$ cat src/rtl/pixel_row_serializer.sv
// Double-buffered row serializer: captures a full pixel row in parallel and
// streams it out OUTPUT_BUS_WIDTH pixels per beat with row/frame markers.
module pixel_row_serializer #(
    parameter int PIXEL_ARRAY_HEIGHT = 12,
    parameter int PIXEL_ARRAY_WIDTH  = 24,
    parameter int PIXEL_BITS         = 8,
    parameter int OUTPUT_BUS_WIDTH   = 8
) (
    input  logic                                      clk,
    input  logic                                      reset,
    input  logic [PIXEL_ARRAY_WIDTH*PIXEL_BITS-1:0]   row_data,
    input  logic                                      row_valid,
    output logic                                      row_ready,
    input  logic                                      frame_abort,
    output logic [OUTPUT_BUS_WIDTH*PIXEL_BITS-1:0]    out_data,
    output logic                                      out_valid,
    input  logic                                      out_ready,
    output logic                                      out_sol,
    output logic                                      out_eol,
    output logic                                      out_eof,
    output logic [$clog2(PIXEL_ARRAY_HEIGHT)-1:0]     out_row
);

    localparam int BEATS    = PIXEL_ARRAY_WIDTH / OUTPUT_BUS_WIDTH;
    localparam int BEAT_W   = (BEATS > 1) ? $clog2(BEATS) : 1;
    localparam int ROW_W    = $clog2(PIXEL_ARRAY_HEIGHT);
    localparam int ROW_BITS = PIXEL_ARRAY_WIDTH * PIXEL_BITS;
    localparam int LANE_W   = OUTPUT_BUS_WIDTH * PIXEL_BITS;

    localparam logic [BEAT_W-1:0] LAST_BEAT = BEAT_W'(BEATS - 1);
    localparam logic [ROW_W-1:0]  LAST_ROW  = ROW_W'(PIXEL_ARRAY_HEIGHT - 1);

    logic [ROW_BITS-1:0] buf_q [2];
    logic [ROW_BITS-1:0] buf_d [2];
    logic                wr_ptr_q, wr_ptr_d;
    logic                rd_ptr_q, rd_ptr_d;
    logic [1:0]          count_q,  count_d;
    logic [BEAT_W-1:0]   beat_q,   beat_d;
    logic [ROW_W-1:0]    row_q,    row_d;

    logic accept;
    logic xfer;
    logic release_row;

    always_comb begin
        row_ready   = (count_q < 2'd2);
        out_valid   = (count_q != 2'd0);
        accept      = row_valid && row_ready && !frame_abort;
        xfer        = out_valid && out_ready && !frame_abort;
        release_row = xfer && (beat_q == LAST_BEAT);

        buf_d    = buf_q;
        wr_ptr_d = wr_ptr_q;
        rd_ptr_d = rd_ptr_q;
        count_d  = count_q;
        beat_d   = beat_q;
        row_d    = row_q;

        if (frame_abort) begin
            wr_ptr_d = 1'b0;
            rd_ptr_d = 1'b0;
            count_d  = 2'd0;
            beat_d   = '0;
            row_d    = '0;
        end else begin
            if (accept) begin
                buf_d[wr_ptr_q] = row_data;
                wr_ptr_d        = ~wr_ptr_q;
            end
            if (xfer) begin
                if (release_row) begin
                    beat_d   = '0;
                    rd_ptr_d = ~rd_ptr_q;
                    row_d    = (row_q == LAST_ROW) ? '0 : row_q + 1'b1;
                end else begin
                    beat_d = beat_q + 1'b1;
                end
            end
            // Accept and release in the same cycle leave occupancy unchanged.
            case ({accept, release_row})
                2'b10:   count_d = count_q + 2'd1;
                2'b01:   count_d = count_q - 2'd1;
                default: count_d = count_q;
            endcase
        end
    end

    always_ff @(posedge clk or negedge reset) begin
        if (!reset) begin
            wr_ptr_q <= 1'b0;
            rd_ptr_q <= 1'b0;
            count_q  <= 2'd0;
            beat_q   <= '0;
            row_q    <= '0;
        end else begin
            wr_ptr_q <= wr_ptr_d;
            rd_ptr_q <= rd_ptr_d;
            count_q  <= count_d;
            beat_q   <= beat_d;
            row_q    <= row_d;
        end
    end

    // Row storage needs no reset; its contents only reach out_data while occupied.
    always_ff @(posedge clk) begin
        buf_q <= buf_d;
    end

    always_comb begin
        out_data = '0;
        out_sol  = 1'b0;
        out_eol  = 1'b0;
        out_eof  = 1'b0;
        out_row  = row_q;
        if (out_valid) begin
            out_data = buf_q[rd_ptr_q][beat_q*LANE_W +: LANE_W];
            out_sol  = (beat_q == '0);
            out_eol  = (beat_q == LAST_BEAT);
            out_eof  = (beat_q == LAST_BEAT) && (row_q == LAST_ROW);
        end
    end

endmodule

$ cat config.mk
export PLATFORM = sky130hd
export DESIGN_NAME = pixel_row_serializer
export DESIGN_NICKNAME = d
export VERILOG_FILES = /design/src/rtl/pixel_row_serializer.sv
export SDC_FILE = /design/constraint.sdc
export NUM_CORES = 1
export LEC_CHECK = 0
export ABC_AREA = 0
export ABC_CLOCK_PERIOD_IN_PS = 25300
export CAP_MARGIN = 20
export CELL_PAD_IN_SITES_DETAIL_PLACEMENT = 1
export CELL_PAD_IN_SITES_GLOBAL_PLACEMENT = 1
export CORE_MARGIN = 4
export CORE_UTILIZATION = 50
export CTS_BUF_LIST = sky130_fd_sc_hd__clkbuf_2 sky130_fd_sc_hd__clkbuf_4 sky130_fd_sc_hd__clkbuf_8
export DETAILED_ROUTE_END_ITERATION = 10
export GPL_TIMING_DRIVEN = 0
export PLACE_DENSITY_LB_ADDON = 0.1
export SETUP_SLACK_MARGIN = 0.05
export SYNTH_ARGS = -nofsm -noshare
export SYNTH_HDL_FRONTEND = slang
export SYNTH_SLANG_ARGS = --single-unit
$ cat constraint.sdc
create_clock -name clk -period 25.3 [get_ports clk]
set_input_delay 7.59 -clock clk [delete_from_list [all_inputs] [get_ports clk]]
set_output_delay 7.59 -clock clk [all_outputs]
set_load 0.005 [all_outputs]
# --- After elaboration in Yosys (flattened, before gate mapping) ---
# Index checks and enable logic that the tools add are counted.
totals:
  register_bits: 394
  latch_bits: 0
  mem_bits_rw: 0
  mem_bits_ro: 0
  word_cells: 65
  n_memories: 0
op_classes:
  add_sub_neg: 4
  n_mul: 0
  div_mod_pow: 0
  n_lt_le_gt_ge: 4
  n_eq_ne: 4
  shifts: 1
  mux: 24
  bitwise_logic: 5
  n_reduce_logical: 16
ops:
  columns: ["op", "n"]
  rows:
  - ["192-bit two-way mux", 4]
  - ["384-bit bitwise mux", 1]
  - ["192-bit demux with 1-bit select", 1]
  - ["192-bit by 9-bit indexed part select with 64-bit output", 1]
  - ["64-bit two-way mux", 1]
  - ["4-bit two-way mux", 4]
  - ["1-bit two-way mux", 8]
  - ["2-bit two-way mux", 4]
  - ["2-bit nonzero test", 4]
  - ["1-bit logical AND", 7]
  - ["2-bit by 1-bit adder with 2-bit output (second input constant)", 2]
  - ["4-bit by 1-bit adder with 4-bit output (second input constant)", 1]
  - ["2-bit == test (second input constant)", 2]
  - ["4-bit == test (second input constant)", 1]
  - ["2-bit >= comparator (second input constant)", 2]
  - ["1-bit inverter with 2-bit output", 2]
  - ["2-bit one-hot mux with 2 select lines", 1]
  - ["2-bit AND reduction", 2]
  - ["1-bit inverter", 3]
  - ["3-bit nonzero test", 1]
  - ["2-bit by 1-bit == test with 1-bit output (second input constant)", 1]
  - ["2-bit logical NOT", 1]
  - ["2-bit by 1-bit less-than comparator with 1-bit output (second input constant)", 1]
  - ["2-bit less-than comparator (second input constant)", 1]
  - ["other kinds (2)", 2]

# --- Longest topological paths before layout ---
# Gate-level depths: netlist of run 1.
logic_depth:
  depth_word: 7
  mapped_depth: 7
  mapped_depth_nobuf: 4

# --- Worst setup path after synthesis of run 1 ---
# No wires, ideal clock.
synth_timing:
  kind: "input -> register"
  start: "input frame_abort"
  end: "register buf_q[0] (netlist name) (enable)"
  setup_time_ns: 1.019
  arrival_time_ns: 21.701
  required_ns: 24.281
  setup_slack_ns: 2.580
  path_stages: 2
  path_buffers: 1
  cell_sequence: "clkbuf_1 -> nor3b_1"
synth_via:
  elab_chain_len: 3
synth_rtl:
  columns: ["item", "line", "text"]
  rows:
  - ["start, declared", "14", "input logic frame_abort,"]
  - ["1-bit logical NOT", "48", "accept = row_valid && row_ready && !frame_abort;"]
  - ["1-bit logical AND", "48", null]
  - ["2-bit AND reduction (no source line) *", null, null]
  - ["end signal, assigned", "106", "buf_q <= buf_d;"]
  - ["end, declared", "33", "logic [ROW_BITS-1:0] buf_q [2];"]
# Mark *: on every way between the ends. The rest lies on a longest branch, timed or not.
# A chain may end at the register's enable or synchronous reset.

# --- Final worst setup path of run 1 ---
layout_timing:
  start: "register beat_q[1]"
  end: "output out_data[1]"
layout_via:
  elab_chain_len: 2
layout_rtl:
  columns: ["item", "line", "text"]
  rows:
  - ["start, declared", "38", "logic [BEAT_W-1:0] beat_q, beat_d;"]
  - ["start signal, assigned", "99", "beat_q <= beat_d;"]
  - ["192-bit by 9-bit indexed part select with 64-bit output", "116", "out_data = buf_q[rd_ptr_q][beat_q*LANE_W +: LANE_W];"]
  - ["64-bit two-way mux", "115", "if (out_valid) begin"]
  - ["end, declared", "15", "output logic [OUTPUT_BUS_WIDTH*PIXEL_BITS-1:0] out_data,"]
# Every way passes these cells.

==> results of run 1 <==
==> per-layer routing <==
| layer | share of wire | vias up | global-route usage |
|---|---|---|---|
| met2 | 0.51 | 283 | 0.380 |
| met1 | 0.40 | 4230 | 0.289 |
| met4 | 0.023 | 10 | 0.0675 |
| li1 | - | 3657 | - |
| met3 | 0.063 | 81 | 0.0570 |
| met5 | 0.0013 | - | 0 |
==> worst min-delay path by stage <==
stage,depth (start not counted),from,end,slack (ns)
after floorplan,2,wr_ptr_q,wr_ptr_q,0.52
after global routing,2,out_row[0],out_row[0],0.65
after CTS,2,out_row[1],out_row[1],0.61
after global placement,2,wr_ptr_q,wr_ptr_q,0.54
final,2,out_row[1],out_row[1],0.60
after detailed placement,2,out_row[1],out_row[1],0.60
==> final cells by class <==
cell class	count	area [µm²]
Clock inverter	15	82.6
Sequential cell	394	11800
Antenna cell	2	5.00
Tap cell	390	488
Multi-Input combinational cell	247	2980
Fill cell	2493	9760
Timing Repair Buffer	309	3160
Inverter	4	15.0
Clock buffer	94	1120
Buffer	40	241
==> flip-flops by register name, indices dropped and copies added (netlist names) <==
| name | count |
|---|---|
| count_q | 2 |
| out_row | 4 |
| buf_q | 384 |
| wr_ptr_q | 1 |
| rd_ptr_q | 1 |
| beat_q | 2 |
==> cells by family (layout without fill, tap and decap cells) <==
group           count (synthesis)  count (layout)  share of synthesized area
buf+inv                        44             462                     0.0171
mux                           128             128                      0.138
fa+ha+maj                       1               1                   0.000834
other cells                     0               2                          0
xor+xnor                        1               1                   0.000584
flops                         394             394                      0.785
simple gates                   34              34                     0.0141
compound gates                 83              83                     0.0444
==> worst max-delay path, stage by stage (launching register included) <==
cell and delay [ns]:
dfrtp_1 0.39, clkbuf_1 0.22, nor2_2 0.54, clkbuf_1 0.53
o2bb2ai_1 0.24, clkdlybuf4s50_1 0.56
==> through the flow <==
stage                     cell area [µm²]  total power [mW]
after floorplan                     15000             0.829
after global placement              18200             0.912
after detailed placement            18700             0.905
after CTS                           19900              1.44
after global routing                19900              1.48
final                               19900              1.42
==> cells in the mapped netlist, types with 3 or more instances <==
cell	count
nor2_1	5
mux2i_1	64
o21ai_0	7
edfxtp_1	384
inv_1	4
dfrtp_1	10
clkbuf_1	12
a21oi_1	6
and3b_1	3
mux4_2	63
nand2_1	3
a31oi_1	3
o2bb2ai_1	63
nand3b_1	5
buf_2	11
buf_6	4
nand3_1	4
buf_4	9
==> power by group through the flow <==
stage                     Clock, mW  Combinational (mW)  Sequential (mW)
after floorplan                   0              0.0496            0.779
after global placement            0               0.124            0.788
after detailed placement          0               0.137            0.768
after CTS                     0.544               0.138            0.754
after global routing          0.575               0.146            0.756
final                         0.530               0.136            0.754
==> summary.txt, run 1 <==
Drt
  – Total wire length: 36.6 mm
  – Average wire per cell in the routed design: 24.5 µm
  – Number of violations reported at the end of detailed-routing iteration 0: about 610
  – Vias per std cell: 5.53
  – Detail Route Antenna Nets: 0
  – DRT Pass-1 Iters: 4
  – Number of remaining DRC errors: 0
  – Via count: ~8300

CTS
  – Number of H-tree levels: 3
  – Bufs on Longest Clock Path: 3
  – Total CTS buffers: 66
  – CTS sink count: around 390
  – Post-CTS setup buffer count: 0
  – Clock Latency Late Sink: a little under 0.6 ns
  – Clock root buffer master: clkbuf_8
  – # hold bufs at CTS: 0
  – Clk slew on worst S/H paths: about 0.06 ns
  – CTS tree: done
  – Post-cts sizing count: 0

Die
  – Initial standard-cell utilization of the core: 0.506
  – Boundary pin count: 270
  – Core area: roughly 30000 µm²
  – Count of standard-cell rows: 63
  – Overall die height: around 180 µm
  – Total die area: between 30000 and 40000 µm²
  – Horiz. Die Dim: around 180 µm

Timing
  – Transition time of the tightest slew-check pin: about 0.74 ns
  – RSZ-0062 raised after global routing: no
  – Final hold vios: 0
  – Total negative setup slack: 0 ns
  – Worst-case clock skew: ~0.021 ns
  – Number of endpoints failing setup at the final stage: 0
  – Final setup slack of the worst path: between 10 and 15 ns
  – Hold slack: ~0.60 ns
  – Count of pins over their slew limit: 0
  – Max Clk Rate: approximately 94 MHz
  – Rel. slew slack: 0.505
  – Final critical delay including setup and external delays: between 10 and 15 ns
  – Part of the cycle the worst path needs: 0.421

Logic synthesis
  – Portion of the post-synthesis area used by sequential elements: 0.785
  – Area share of the largest cell type after synthesis: 0.768
  – FF+latch count, synth: a little under 400
  – Number of cells produced by synthesis: ~690
  – Number of enable flip-flop cells after synthesis: approximately 380
  – Leading cell types by total area after synthesis: edfxtp_1, mux4_2, mux2i_1
  – Yosys warning total: 0
  – Primary flip-flop cell chosen by synthesis mapping: edfxtp_1
  – Synth unique cells: 40
  – Average size of a mapped cell: between 20 and 25 µm²
  – Post-synth design cell area: between 15000 and 20000 µm²
  – Async set-reset flop share out of synthesis: 0.0254
  – Library cell occupying the most area in the post-synthesis netlist: edfxtp_1
  – Mapped Nets: slightly below 900

Layout
  – Highest-count cells in the layout ignoring fill and taps: edfxtp_1, clkdlybuf4s50_1, clkbuf_8, mux2i_1
  – Final core occ: 0.671
  – Most frequent standard cell in the layout excluding fill and tap cells: edfxtp_1
  – Synthesis-to-layout area growth: 32.4%
  – Final net count: 1260
  – Post-route insts no fill: approximately 1500
  – Fraction of final layout cells with drive strength greater than 1: 0.214

Placed design
  – Half-perimeter wire length of the detailed placement result: 26.3 mm
  – IO Port Bufs: ~270
  – Final weighted congestion in routability-driven placement: ~0.74
  – Worst slack at placement: 14.86 ns
  – DP Cell Count: between 1000 and 1500

Setup path
  – Setup slack on the worst flop-to-flop path: between 20 and 25 ns
  – Endpoint of the worst setup timing path: out_data[1]
  – Worst-path fanout max: 10
  – Data required time of the critical path: between 15 and 20 ns
  – Kind of start point of the critical path: flop
  – R2R depth: 9
  – CP Capture Type: output port
  – Critical register-to-register path startpoint: count_q[1]
  – Crit. Startpoint: beat_q[1]
  – R2r endpoint: buf_q[18]
  – Worst Path Class, Setup: flop to output port
  – Crit path arrival time: 3.06 ns

Global route
  – Overall fraction of global-route tracks in use: 0.224
  – Remaining global-route overflow: 0
  – Largest net degree at the start of global routing: 13
  – Vias in the first global route: slightly above 9000
  – Initial antenna violation count: 7
  – Wire length of the first global-routing pass: between 50 and 60 mm

Power
  – Sw Pwr: 0.311 mW
  – Part of the total power dissipated in the clock network: 0.373
  – Flop pwr share: 0.531
  – Max VDD drop: 0.0560 mV
  – Combinational share of power: 0.096
  – Switching share of total power: 0.219
  – Areal power density over the cells: 71.5 nW/µm²
  – Lkg Pwr: approximately 6.4 nW
  – Internal Pwr Total: 1.11 mW

Hold path
  – Hold Crit Class: flop to flop

Status
  – Outcome: complete, no violations

Job
  – Max Cap Viol: 0
No activity file was read; power rests on OpenSTA's default activity.
==> run 2: changes to the inputs <==
ABC_CLOCK_PERIOD_IN_PS = 9300   (was 25300)
CORE_UTILIZATION = 42   (was 50)
clock period = 9.3 ns   (was 25.3 ns; I/O delays follow)
==> run 2 against run 1 <==
Net effect:
- via count fell by 2.2%
- non-clock buffer count fell by 15
- global-route usage fell by 3.4 points
- worst setup slack got worse by 11 ns
- cell area rose by 1.2%
- die area rose by 18%
- power rose to 2.8 times the previous value
- critical path type unchanged
- first-iteration DRC count fell by 46%
==> summary.txt, run 2 (synthesis results as in run 1) <==
Timing
  – Part of the cycle the worst path needs: 0.634
  – Number of endpoints failing setup at the final stage: 0 (unchanged)
  – Transition time of the tightest slew-check pin: 1.01 ns (+0.265 ns)
  – Hold slack: 0.606 ns (+0.00592 ns)
  – Total negative setup slack: 0 ns (unchanged)
  – Worst-case clock skew: 0.0176 ns (-0.00303 ns)
  – Rel. slew slack: 0.326 (-0.179)
  – Final hold vios: 0 (unchanged)
  – Count of pins over their slew limit: 0 (unchanged)
  – Max Clk Rate: ~170 MHz
  – RSZ-0062 raised after global routing: no
  – Final critical delay including setup and external delays: 5.90 ns

Layout
  – Final net count: 1248 (-0.95%)
  – Post-route insts no fill: 1554 (+3.9%)
  – Fraction of final layout cells with drive strength greater than 1: 0.207 (-0.00741)
  – Reg with most FFs: buf_q
  – Synthesis-to-layout area growth: 34.1%
  – Antenna diode count: 0 (-2)
  – Number of flip-flops in the largest register: 384 (unchanged)
  – Most frequent standard cell in the layout excluding fill and tap cells: edfxtp_1
  – Highest-count cells in the layout ignoring fill and taps: edfxtp_1, clkdlybuf4s50_1, clkbuf_8, mux2i_1

Setup path
  – Data required time of the critical path: 6.51 ns (-11.20 ns)
  – CP max stage delay: 0.58 ns (+0.02 ns)
  – Worst Path Class, Setup: flop to output port
  – CP Capture Type: output port
  – Series of cell instances along the critical path: clkbuf_1 -> nor2_2 -> clkbuf_1 -> o2bb2ai_1 -> clkdlybuf4s50_1
  – Most used cell, CP: clkbuf_1
  – Crit path arrival time: 3.11 ns (+0.05 ns)
  – Kind of start point of the critical path: flop
  – Cell family contributing the most delay on the critical path: buffers and inverters
  – Setup slack on the worst flop-to-flop path: 6.39 ns (-16.10 ns)
  – CP max-delay cell: nor2_2
  – Buffering stage count on the worst path with inverters included: 3 (unchanged)
  – Worst-path fanout max: 10 (unchanged)

Global route
  – Initial antenna violation count: 4 (-3)
  – Remaining global-route overflow: 0 (unchanged)
  – Largest net degree at the start of global routing: 20 (+7)
  – Wire length of the first global-routing pass: 55.4 mm (-1.4%)
  – Overall fraction of global-route tracks in use: 0.190 (-0.0338)
  – Vias in the first global route: 9129 (-1.8%)

CTS
  – Clock root buffer master: clkbuf_8
  – Total CTS buffers: 69 (+4.5%)
  – CTS sink count: 394 (unchanged)
  – Clock Latency Late Sink: 0.59 ns (about the same)
  – Clk slew on worst S/H paths: 0.05 ns (about the same)
  – Bufs on Longest Clock Path: 3 (unchanged)
  – Number of H-tree levels: 3 (unchanged)
  – Post-cts sizing count: 0 (unchanged)
  – # hold bufs at CTS: 0 (unchanged)
  – CTS tree: done
  – Post-CTS setup buffer count: 0 (unchanged)

Placed design
  – DP Cell Count: 1434 (+3.6%)
  – Half-perimeter wire length of the detailed placement result: 25.8 mm (-1.9%)
  – Final weighted congestion in routability-driven placement: 0.735 (-0.70%)
  – IO Port Bufs: 269 (unchanged)

Die
  – Core area: 34900 µm² (+18%)
  – Initial standard-cell utilization of the core: 0.430 (-0.0761)
  – Total die area: 38800 µm² (+18%)
  – Boundary pin count: 270 (unchanged)
  – Overall die height: 197 µm (+8.7%)
  – Horiz. Die Dim: 197 µm (+8.7%)
  – Count of standard-cell rows: 68 (+7.9%)

Drt
  – Total wire length: 36.9 mm (+0.73%)
  – Routed metal-1 wire length: 14.8 mm (+0.84%)
  – Average wire per cell in the routed design: 23.7 µm (-3.1%)
  – Vias per std cell: 5.20 (-6.0%)
  – Met2 wire length: 18.8 mm (+0.68%)
  – Met3 WL post-DR: 2.50 mm (+8.3%)
  – Number of remaining DRC errors: 0 (unchanged)
  – DRT Pass-1 Iters: 4 (unchanged)
  – Via count: 8076 (-2.2%)
  – Detail Route Antenna Nets: 0 (unchanged)
  – Number of violations reported at the end of detailed-routing iteration 0: 329 (-46%)
  – Highest signal layer in the routed design: met5

Hold path
  – Hold Crit Class: flop to flop

Power
  – Lkg Pwr: 6.41 nW (+0.44%)
  – Max VDD drop: 0.137 mV (+140%)
  – Areal power density over the cells: 195 nW/µm² (+170%)

Job
  – Max Cap Viol: 0 (unchanged)

Status
  – Outcome: complete, no violations
-- run 2: layer usage --
layer / vias to the layer above / GRT usage
met1: 4134 / 0.234
met2: 224 / 0.326
met5: - / 0
met4: 8 / 0.0501
met3: 66 / 0.0641
li1: 3644 / -
-- run 2: path summary, 6_finish.rpt --
kind | start | to | depth (start not counted)
worst max register to register | count_q[1] | buf_q[225] | 8
max in group asynchronous | reset | beat_q[1] | 1
worst min-delay path | out_row[1] | out_row[1] | 2
worst max-delay path | beat_q[1] | out_data[6] | 5
min in group asynchronous | reset | out_row[3] | 1
worst min register to register | out_row[1] | out_row[1] | 2
-- run 2: report_power, final --
group / internal (mW) / switching, mW / leakage, nW
registers: 2.03 / 0.0170 / 3.65
clock network: 0.830 / 0.673 / 0.677
logic: 0.215 / 0.163 / 2.08
-- run 2: per-stage QoR --
| step | utilization | area (µm²) | power, mW | worst slack [ns] |
|---|---|---|---|---|
| global route | 0.577 | 20100 | 4.11 | 3.16 |
| floorplan | - | 15000 | 2.23 | 0.989 |
| detailed placement | 0.539 | 18800 | 2.47 | 3.66 |
| global placement | 0.524 | 18300 | 2.45 | -2.68 |
| CTS | 0.577 | 20100 | 3.99 | 3.29 |
| finish | 0.577 | 20100 | 3.93 | 3.40 |
-- run 2: area by class of cell --
class / instances / area (µm²)
fill: 3113 / 14800
buffer: 40 / 241
clock buffer: 95 / 1160
tap: 455 / 569
sequential: 394 / 11800
inverter: 4 / 15.0
timing repair buffer: 294 / 3220
clock inverter: 25 / 145
multi-input combinational: 247 / 2990
-- run 2: tightest hold or removal path, stage by stage, from the launching register on --
cell and delay, ns:
dfrtp_1 0.41, o21ai_0 0.08, a21oi_1 0.07
==> run 3: changes to the inputs <==
ABC_CLOCK_PERIOD_IN_PS = 5900   (was 9300)
CORE_UTILIZATION = 47   (was 42)
clock period = 5.9 ns   (was 9.3 ns; I/O delays follow)
==> run 3 against run 2 <==
Net effect:
- cell area barely moved
- core utilization rose by 6.1 points
- clock skew rose by 0.013 ns
- highest routed layer unchanged
- critical path type unchanged
- non-clock buffer count rose by 1
==> summary.txt, run 3 (synthesis results as in run 1) <==
Timing
  – Transition time of the tightest slew-check pin: 0.739 ns (-0.269 ns)
  – Max Clk Rate: approximately 210 MHz
  – Number of endpoints failing setup at the final stage: 0 (unchanged)
  – Final critical delay including setup and external delays: just under 5 ns
  – Hold slack: 0.625 ns (+0.0192 ns)
  – Count of pins over their slew limit: 0 (unchanged)
  – Total negative setup slack: 0 ns (unchanged)
  – Worst-case clock skew: 0.0302 ns (+0.0125 ns)
  – Rel. slew slack: 0.508 (+0.181)
  – Final hold vios: 0 (unchanged)
  – Part of the cycle the worst path needs: 0.816
  – RSZ-0062 raised after global routing: no

Layout
  – Fraction of final layout cells with drive strength greater than 1: 0.206 (-0.000347)
  – Number of flip-flops in the largest register: 384 (unchanged)
  – Reg with most FFs: buf_q
  – Fill count: 2673 (-14%)
  – Highest-count cells in the layout ignoring fill and taps: edfxtp_1, clkdlybuf4s50_1, clkbuf_8, mux2i_1
  – Final core occ: 0.637 (+0.0607)
  – Most frequent standard cell in the layout excluding fill and tap cells: edfxtp_1
  – Synthesis-to-layout area growth: 34.0% (about the same)
  – Final net count: 1248 (unchanged)
  – Area used by multi-input combinational logic: 3000 µm² (+0.25%)
  – FF/Latch Area: 11800 µm² (unchanged)

Global route
  – Remaining global-route overflow: 0 (unchanged)
  – Vias in the first global route: 9278 (+1.6%)
  – Overall fraction of global-route tracks in use: 0.206 (+0.0158)
  – Wire length of the first global-routing pass: 55.3 mm (-0.26%)
  – Initial antenna violation count: 12 (+8)
  – Largest net degree at the start of global routing: 20 (unchanged)

Drt
  – Average wire per cell in the routed design: 23.9 µm (+0.60%)
  – Vias per std cell: 5.43 (+4.5%)
  – Total wire length: 35.8 mm (-2.8%)
  – DRT Pass-1 Iters: 4 (unchanged)
  – Number of remaining DRC errors: 0 (unchanged)
  – Detail Route Antenna Nets: 0 (unchanged)
  – Number of violations reported at the end of detailed-routing iteration 0: 538 (+64%)
  – Via count: 8150 (+0.92%)

CTS
  – CTS sink count: 394 (unchanged)
  – Clock Latency Late Sink: 0.58 ns (about the same)
  – Clk slew on worst S/H paths: 0.06 ns (about the same)
  – Clock root buffer master: clkbuf_8
  – CTS tree: done
  – Bufs on Longest Clock Path: 3 (unchanged)
  – Number of H-tree levels: 3 (unchanged)
  – Post-CTS setup buffer count: 0 (unchanged)
  – Total CTS buffers: 68 (-1.4%)
  – Post-cts sizing count: 0 (unchanged)
  – # hold bufs at CTS: 0 (unchanged)

Setup path
  – Crit path arrival time: 3.05 ns (-0.06 ns)
  – Worst Path Class, Setup: flop to output port
  – R2R depth: 10 (+2)
  – Kind of start point of the critical path: flop
  – Setup slack on the worst flop-to-flop path: 2.87 ns (-3.52 ns)
  – R2r endpoint: buf_q[75]
  – Critical register-to-register path startpoint: count_q[1]
  – Data required time of the critical path: 4.13 ns (-2.38 ns)
  – CP Capture Type: output port
  – Worst-path fanout max: 10 (unchanged)

Status
  – Outcome: complete, no violations

Die
  – Horiz. Die Dim: 187 µm (-5.2%)
  – Initial standard-cell utilization of the core: 0.476 (+0.0454)
  – Overall die height: 187 µm (-5.2%)
  – Count of standard-cell rows: 65 (-4.4%)
  – Total die area: 34900 µm² (-10%)
  – Core area: 31600 µm² (-9.5%)
  – Boundary pin count: 270 (unchanged)

Placed design
  – Final weighted congestion in routability-driven placement: 0.721 (-2.0%)
  – Half-perimeter wire length of the detailed placement result: 25.5 mm (-1.1%)
  – IO Port Bufs: 269 (unchanged)

Power
  – Max VDD drop: 0.187 mV (+37%)
  – Lkg Pwr: 6.44 nW (+0.47%)
  – Total chip power: 6.10 mW (+55%)
  – Areal power density over the cells: 303 nW/µm² (+55%)

Job
  – Max Cap Viol: 0 (unchanged)

Hold path
  – Hold path start: out_row[1]
  – Worst hold path depth: 2 (unchanged)
  – Hold Crit Class: flop to flop
  – Min-Delay Endpoint: out_row[1]
-- run 3: per-layer routing --
metal	global-route usage	part of all wire
met1	0.259	0.40
met3	0.0597	0.061
met5	0	0.0033
met4	0.0634	0.018
met2	0.350	0.51
-- run 3: worst max-delay path by stage --
stage,start,end,slack [ns]
global route,beat_q[1],out_data[6],0.81
finish,beat_q[1],out_data[6],1.08
global placement,frame_abort,buf_q[75],-4.78
floorplan,frame_abort,buf_q[0],-1.31
detailed placement,frame_abort,buf_q[75],1.08
CTS,beat_q[1],out_data[3],0.98
-- run 3: critical path: stages (launching register included) --
cell	delay, ns
dfrtp_1	0.38
clkbuf_1	0.21
nor2_2	0.55
clkbuf_1	0.49
o2bb2ai_1	0.26
clkdlybuf4s50_1	0.57
-- run 3: cell type report --
| cell class | count | area share |
|---|---|---|
| flip-flops and latches | 394 | 0.586 |
| repair buffers | 295 | 0.165 |
| multi-input cells | 247 | 0.149 |
| clock buffers | 89 | 0.0550 |
| well taps | 402 | 0.0250 |
| plain buffers | 40 | 0.0125 |
| clock inverters | 27 | 0.00653 |
| inverters | 4 | 0.000746 |
| diodes | 3 | 0.000373 |
-- run 3: per-stage QoR --
step / area, µm² / setup slack [ns] / cells
floorplan: 15000 / -1.31 / 685
global placement: 18200 / -4.78 / 1356
global route: 20100 / 0.814 / 1501
CTS: 20100 / 0.976 / 1498
finish: 20100 / 1.08 / 1501
detailed placement: 18900 / 1.08 / 1382
-- run 3: report_power, final --
| part | switching (mW) | internal, mW | total [mW] |
|---|---|---|---|
| logic | 0.256 | 0.347 | 0.603 |
| clock network | 1.04 | 1.22 | 2.27 |
| registers | 0.0266 | 3.21 | 3.23 |
